==> config.mk <==
export PLATFORM = sky130hd
export DESIGN_NAME = dca_matrix_wdata_serializer
export DESIGN_NICKNAME = d
export VERILOG_FILES = /design/src/rtl/dca_matrix_wdata_serializer.sv
export SDC_FILE = /design/constraint.sdc
export NUM_CORES = 1
export LEC_CHECK = 0
export BUFFER_PORTS_ARGS = -buffer_cell sky130_fd_sc_hd__buf_2
export CELL_PAD_IN_SITES_DETAIL_PLACEMENT = 0
export CELL_PAD_IN_SITES_GLOBAL_PLACEMENT = 2
export CORE_MARGIN = 4
export CORE_UTILIZATION = 42
export DETAILED_ROUTE_END_ITERATION = 12
export GPL_ROUTABILITY_DRIVEN = 0
export PLACE_DENSITY = 0.84
export SYNTH_ARGS = -nofsm -noshare
export SYNTH_HDL_FRONTEND = slang
export SYNTH_SLANG_ARGS = --single-unit
==> constraint.sdc <==
create_clock -name clk -period 24 [get_ports clk]
set_clock_uncertainty 0.15 [all_clocks]
set_input_delay 4.8 -clock clk [delete_from_list [all_inputs] [get_ports clk]]
set_output_delay 4.8 -clock clk [all_outputs]
set_load 0.005 [all_outputs]
==> src/rtl/dca_matrix_wdata_serializer.sv <==
// dca_matrix_wdata_serializer: buffers tagged memory rows and serialises them into registered AXI W beats.
// Optional DCA_MATRIX_WDATA_STALL_CNT_EN adds a saturating wvalid&!wready stall counter port.
module dca_matrix_wdata_serializer #(
  parameter int BW_AXI_DATA = 32,
  parameter int NUM_ROW_BEAT = 8,
  parameter int ROW_DEPTH = 2,
  parameter int BW_LEN = 8,
  localparam int BW_ROW = BW_AXI_DATA * NUM_ROW_BEAT,
  localparam int BW_IDX = $clog2(NUM_ROW_BEAT),
  localparam int BW_STRB = BW_AXI_DATA / 8,
  localparam int BW_INFO = BW_LEN + BW_IDX + 1
) (
  input  logic               clk,
  input  logic               rstnn,
  input  logic               clear,
  input  logic               enable,
  input  logic               row_valid,
  output logic               row_ready,
  input  logic [BW_ROW-1:0]  row_data,
  input  logic [BW_ROW/8-1:0] row_strb,
  input  logic [BW_INFO-1:0] row_info,
  input  logic               wready,
  output logic               wvalid,
  output logic [BW_AXI_DATA-1:0] wdata,
  output logic [BW_STRB-1:0] wstrb,
  output logic               wlast,
  output logic               row_done,
  output logic               txn_done,
  output logic               busy
`ifdef DCA_MATRIX_WDATA_STALL_CNT_EN
  ,output logic [31:0]       stall_cnt
`endif
);
  localparam int PW = ROW_DEPTH > 1 ? $clog2(ROW_DEPTH) : 1;
  localparam int CW = $clog2(ROW_DEPTH + 1);
  localparam logic [PW-1:0] LAST_PTR = PW'(ROW_DEPTH - 1);
  localparam logic [CW-1:0] FULL_CNT = CW'(ROW_DEPTH);
  localparam logic [BW_IDX-1:0] IDX_MAX = BW_IDX'(NUM_ROW_BEAT - 1);

  typedef enum logic [1:0] {IDLE, LOAD, STREAM} state_t;
  state_t state, state_nxt;

  logic [BW_ROW-1:0]   mem_data [ROW_DEPTH];
  logic [BW_ROW/8-1:0] mem_strb [ROW_DEPTH];
  logic [BW_INFO-1:0]  mem_info [ROW_DEPTH];
  logic [PW-1:0]       wr_ptr, rd_ptr;
  logic [CW-1:0]       count, count_nxt;
  logic [BW_ROW-1:0]   head_data;
  logic [BW_ROW/8-1:0] head_strb;
  logic [BW_LEN-1:0]   head_len;
  logic [BW_IDX-1:0]   head_start, idx, cur_idx;
  logic                head_last, head_valid, free, load, push, pop, final_beat, wlast_row;
  logic [BW_LEN:0]     end_idx;

  assign head_data  = mem_data[rd_ptr];
  assign head_strb  = mem_strb[rd_ptr];
  assign head_len   = mem_info[rd_ptr][BW_LEN-1:0];
  assign head_start = mem_info[rd_ptr][BW_LEN +: BW_IDX];
  assign head_last  = mem_info[rd_ptr][BW_INFO-1];
  assign head_valid = count != '0;
  assign row_ready  = count != FULL_CNT;
  assign busy       = head_valid | wvalid;
  assign free       = !wvalid | wready;
  assign push       = row_valid & row_ready & !clear;
  assign load       = free & enable & head_valid & !clear;
  assign cur_idx    = (state == STREAM) ? idx : head_start;
  assign end_idx    = {1'b0, head_len} + (BW_LEN + 1)'(head_start);
  assign final_beat = ((BW_LEN + 1)'(cur_idx) == end_idx) | (cur_idx == IDX_MAX);
  assign pop        = load & final_beat;
  assign count_nxt  = count + CW'(push) - CW'(pop);

  // Row storage, written on push; entries need no reset.
  always_ff @(posedge clk)
    if (push) begin
      mem_data[wr_ptr] <= row_data;
      mem_strb[wr_ptr] <= row_strb;
      mem_info[wr_ptr] <= row_info;
    end

  // FIFO pointers and occupancy.
  always_ff @(posedge clk)
    if (!rstnn || clear) begin
      wr_ptr <= '0;
      rd_ptr <= '0;
      count <= '0;
    end else begin
      if (push) wr_ptr <= (wr_ptr == LAST_PTR) ? '0 : wr_ptr + 1'b1;
      if (pop) rd_ptr <= (rd_ptr == LAST_PTR) ? '0 : rd_ptr + 1'b1;
      count <= count_nxt;
    end

  // FSM state register.
  always_ff @(posedge clk)
    if (!rstnn) state <= IDLE;
    else state <= state_nxt;

  // Next state: LOAD selects the head's start_beat, STREAM continues from idx.
  always_comb begin
    state_nxt = state;
    case (state)
      IDLE:    state_nxt = push ? LOAD : IDLE;
      LOAD:    state_nxt = (pop && count_nxt != '0) ? LOAD : load ? STREAM : LOAD;
      STREAM:  state_nxt = pop ? (count_nxt != '0 ? LOAD : STREAM) :
                           (!head_valid && push) ? LOAD :
                           (!head_valid && free) ? IDLE : STREAM;
      default: state_nxt = IDLE;
    endcase
    if (clear) state_nxt = IDLE;
  end

  // Registered W output stage, beat index and completion pulses.
  always_ff @(posedge clk)
    if (!rstnn || clear) begin
      wvalid <= 1'b0;
      wlast <= 1'b0;
      wdata <= '0;
      wstrb <= '0;
      wlast_row <= 1'b0;
      idx <= '0;
      row_done <= 1'b0;
      txn_done <= 1'b0;
    end else begin
      row_done <= wvalid & wready & wlast;
      txn_done <= wvalid & wready & wlast & wlast_row;
      if (load) begin
        wvalid <= 1'b1;
        wdata <= head_data[cur_idx*BW_AXI_DATA +: BW_AXI_DATA];
        wstrb <= head_strb[cur_idx*BW_STRB +: BW_STRB];
        wlast <= final_beat;
        wlast_row <= head_last;
        idx <= cur_idx + 1'b1;
      end else if (free) begin
        wvalid <= 1'b0;
        wlast <= 1'b0;
      end
    end

`ifdef DCA_MATRIX_WDATA_STALL_CNT_EN
  // Saturating count of cycles the sink holds off a valid beat.
  always_ff @(posedge clk)
    if (!rstnn || clear) stall_cnt <= '0;
    else if (wvalid && !wready && stall_cnt != '1) stall_cnt <= stall_cnt + 1'b1;
`endif
endmodule

==> metrics.txt <==
status completed; Tot GR Track Use about a fifth; VDD IR max 0.0000659 V; grt ovf 0; dpl hpwl ~38 mm; drt first pass iters 7; # setup viols final 0; Area Overhead vs Synth 19.5%; Worst Tran Pin Value 1.20 ns; Placed Instances around 2400; Max Clock Freq 134 MHz; RSZ-0062 raised after global routing false; Syn Area/Cell around 19 sq um; height of the die roughly 250 um; ys async rst share 0%; top post-synthesis cells by area edfxtp_1, mux4_2, mux2i_1, dfxtp_1, a32oi_1; Sw Pwr 0.000497 W; Min Clock Period, post-route approximately 7.5 ns; clock network fraction of design power a little over two fifths; setup TNS 0 ns; Distinct cells, synth 47; post-cts sizing count 0; Reg clk slew, reported paths roughly 0.050 ns; Synth Area in Adders less than 1%; CTS HTree Levels 3; Place WS roughly 16 ns; LEAKAGE just over 10 nW; Detailed Route Iter0 Violations 1101; clock root buffer clkbuf_16; syn_nets 1640; Max-Cap Viols 0; antenna viol nets, final 0; worst-path fanout max between 70 and 80; vias in the first global route 14043; CP required between 20 and 25 ns; critical path capture point type flop; crit path kind in -> reg; Synth Area in Simple Gates approximately 3.4%; final hold vios 0; Compound-Gate Fraction of Synth Area 5.53%; Final Max Slew Viols 0; combinational power share under 10%; fin util between 50% and 60%; clock buffer depth 3; core area 0.0579 sq mm; Synth area leader edfxtp_1; largest net degree at the start of global routing ~160; via count 13626; worst setup margin around 17 ns; port bufs around 350; CTS hold repair buffers 0; post-synthesis xor/xnor area fraction less than 1%; Finished Layout Cells 2519; top_reg_cell synth edfxtp_1; Syn. warnings 0; Post-Route WL 60.3 mm; chip width approximately 250 um; via/cell ratio approximately 5.4; headroom to the max-slew limit approximately a fifth; register bit count reported by yosys 651; Worst Hold Class reg -> reg; Final Cycle Share between 30% and 40%; global-route wire length before repair about 88 mm; Arrival @ worst endpoint around 7.5 ns; internal power between 0.0015 and 0.002 W; largest family of logic cells by synthesized area multiplexers; Synth top area share between 70% and 80%; switching portion of total power 20.7%; initial antenna violation count 16; I/O pin count 348; Startpoint Class primary input; Die Area between 0.06 and 0.07 sq mm; layout filler cell count between 4000 and 5000; TritonCTS clock tree done; TritonCTS Sinks around 650; Post-synth EDFFs 600; register area share after synthesis 77.3%; cells after synthesis between 1000 and 1500; Tot Pwr between 0.002 and 0.0025 W; routed len/inst about 24 um; post-CTS setup buffer count 0; starting density of the core 42.6%; post-synthesis mux area share ~12%; row cnt between 80 and 90; # DRC 0; Mapped Area between 0.02 and 0.025 sq mm; nets@finish 2003; layout cells sized above 1 around a third; PwrDens about 82 mW/mm^2; CTS Buf Count between 60 and 70; sequential power share 53.1%; Clock Latency Late Sink about 0.60 ns
-- state kept, by name, summed over array words and instances, names as in the netlist, named ones only --
register / cells
mem_info: 24
row_done: 1
idx: 3
wvalid: 1
wdata: 32
mem_strb: 64
mem_data: 512
state: 2
wr_ptr: 1
wlast_row: 1
rd_ptr: 1
wlast: 1
count: 2
txn_done: 1
wstrb: 4
-- synthesized netlist by cell type, types with 3 or more instances --
master,count
edfxtp_1,600
nand2_1,152
mux2i_1,116
a32oi_1,108
mux4_2,72
dfxtp_1,51
o21ai_1,37
clkbuf_1,33
buf_2,31
nor2_1,18
a21oi_1,10
nor2b_1,9
ha_1,7
o21ai_0,7
inv_1,6
nand3_1,6
xnor2_1,6
buf_1,5
mux2_2,5
nand2b_1,5
and2_1,4
nor3_1,4
inv_2,3
xor2_1,3
-- final cells by class --
type | instances | area (sq um) | area share [%]
Tap cell | 765 | 957 | 3.25
Timing Repair Buffer | 364 | 1880 | 6.38
Sequential cell | 651 | 19000 | 64.7
Clock inverter | 34 | 300 | 1.02
Antenna cell | 11 | 27.5 | 0.0935
Clock buffer | 91 | 1870 | 6.36
Multi-Input combinational cell | 594 | 5320 | 18.1
Inverter | 9 | 41.3 | 0.140
-- power groups by stage --
| stage | clock [W] | sequential (W) | combinational [W] |
|---|---|---|---|
| 4_1_cts | 0.00104 | 0.00128 | 0.000113 |
| 2_1_floorplan | 0 | 0.00131 | 0.0000521 |
| 6_report | 0.00102 | 0.00128 | 0.000112 |
| 3_3_place_gp | 0 | 0.00130 | 0.000110 |
| 3_5_place_dp | 0 | 0.00130 | 0.000113 |
| 5_1_grt | 0.00109 | 0.00128 | 0.000122 |
-- metrics by stage --
| stage | hold WS, ns | area [sq um] |
|---|---|---|
| global route | 0.331 | 29400 |
| finish | 0.308 | 29400 |
| global placement | 0.297 | 27200 |
| detailed placement | 0.300 | 27200 |
| floorplan | 0.281 | 24600 |
| CTS | 0.313 | 29400 |
-- kinds of logic (layout without fill, tap and decap cells) --
logic type / count (synthesis) / in the layout
other cells: 0 / 11
mux: 194 / 194
fa+ha+maj: 8 / 8
xor+xnor: 9 / 9
compound gates: 179 / 179
simple gates: 204 / 204
flops: 651 / 651
buf+inv: 81 / 498
-- cells in the final DEF (no fill, tap or decap), types with 5 or more instances in the layout --
cell	n
nor2_1	14
a21oi_1	8
o21ai_0	7
inv_1	6
xnor2_1	6
clkbuf_16	71
mux2i_1	116
a32oi_1	108
diode_2	11
nand3_1	5
mux4_2	72
edfxtp_1	600
buf_4	16
nand2b_1	5
dfxtp_1	50
buf_2	347
clkinv_2	12
clkinv_1	11
clkbuf_1	18
ha_1	7
nor2b_1	8
nand2_1	152
o21ai_1	37
mux2_2	5
-- final timing paths --
check / start / to / slack (ns) / depth (start not counted)
worst max-delay path: clear / mem_data[0][214] / 16.54 / 6
worst min register to register: wlast_row / txn_done / 0.31 / 1
worst max register to register: flop / state[0] / 18.86 / 16
worst min-delay path: wlast_row / txn_done / 0.31 / 1
-- routing by layer --
| metal | vias up | GRT usage (%) | routed length [um] |
|---|---|---|---|
| li1 | 6117 | - | - |
| met1 | 6893 | 24.8 | 24400 |
| met2 | 504 | 30.6 | 29800 |
| met3 | 108 | 4.25 | 4320 |
| met4 | 4 | 6.86 | 1660 |
| met5 | - | 0 | 27 |
-- critical path, cell delays in order --
cell,delay [ns]
buf_2,0.12
nor2b_1,0.26
nand2_1,0.24
nor2_4,0.20
buf_4,0.83
buf_4,0.94
Power figures use the tool's default switching activity.
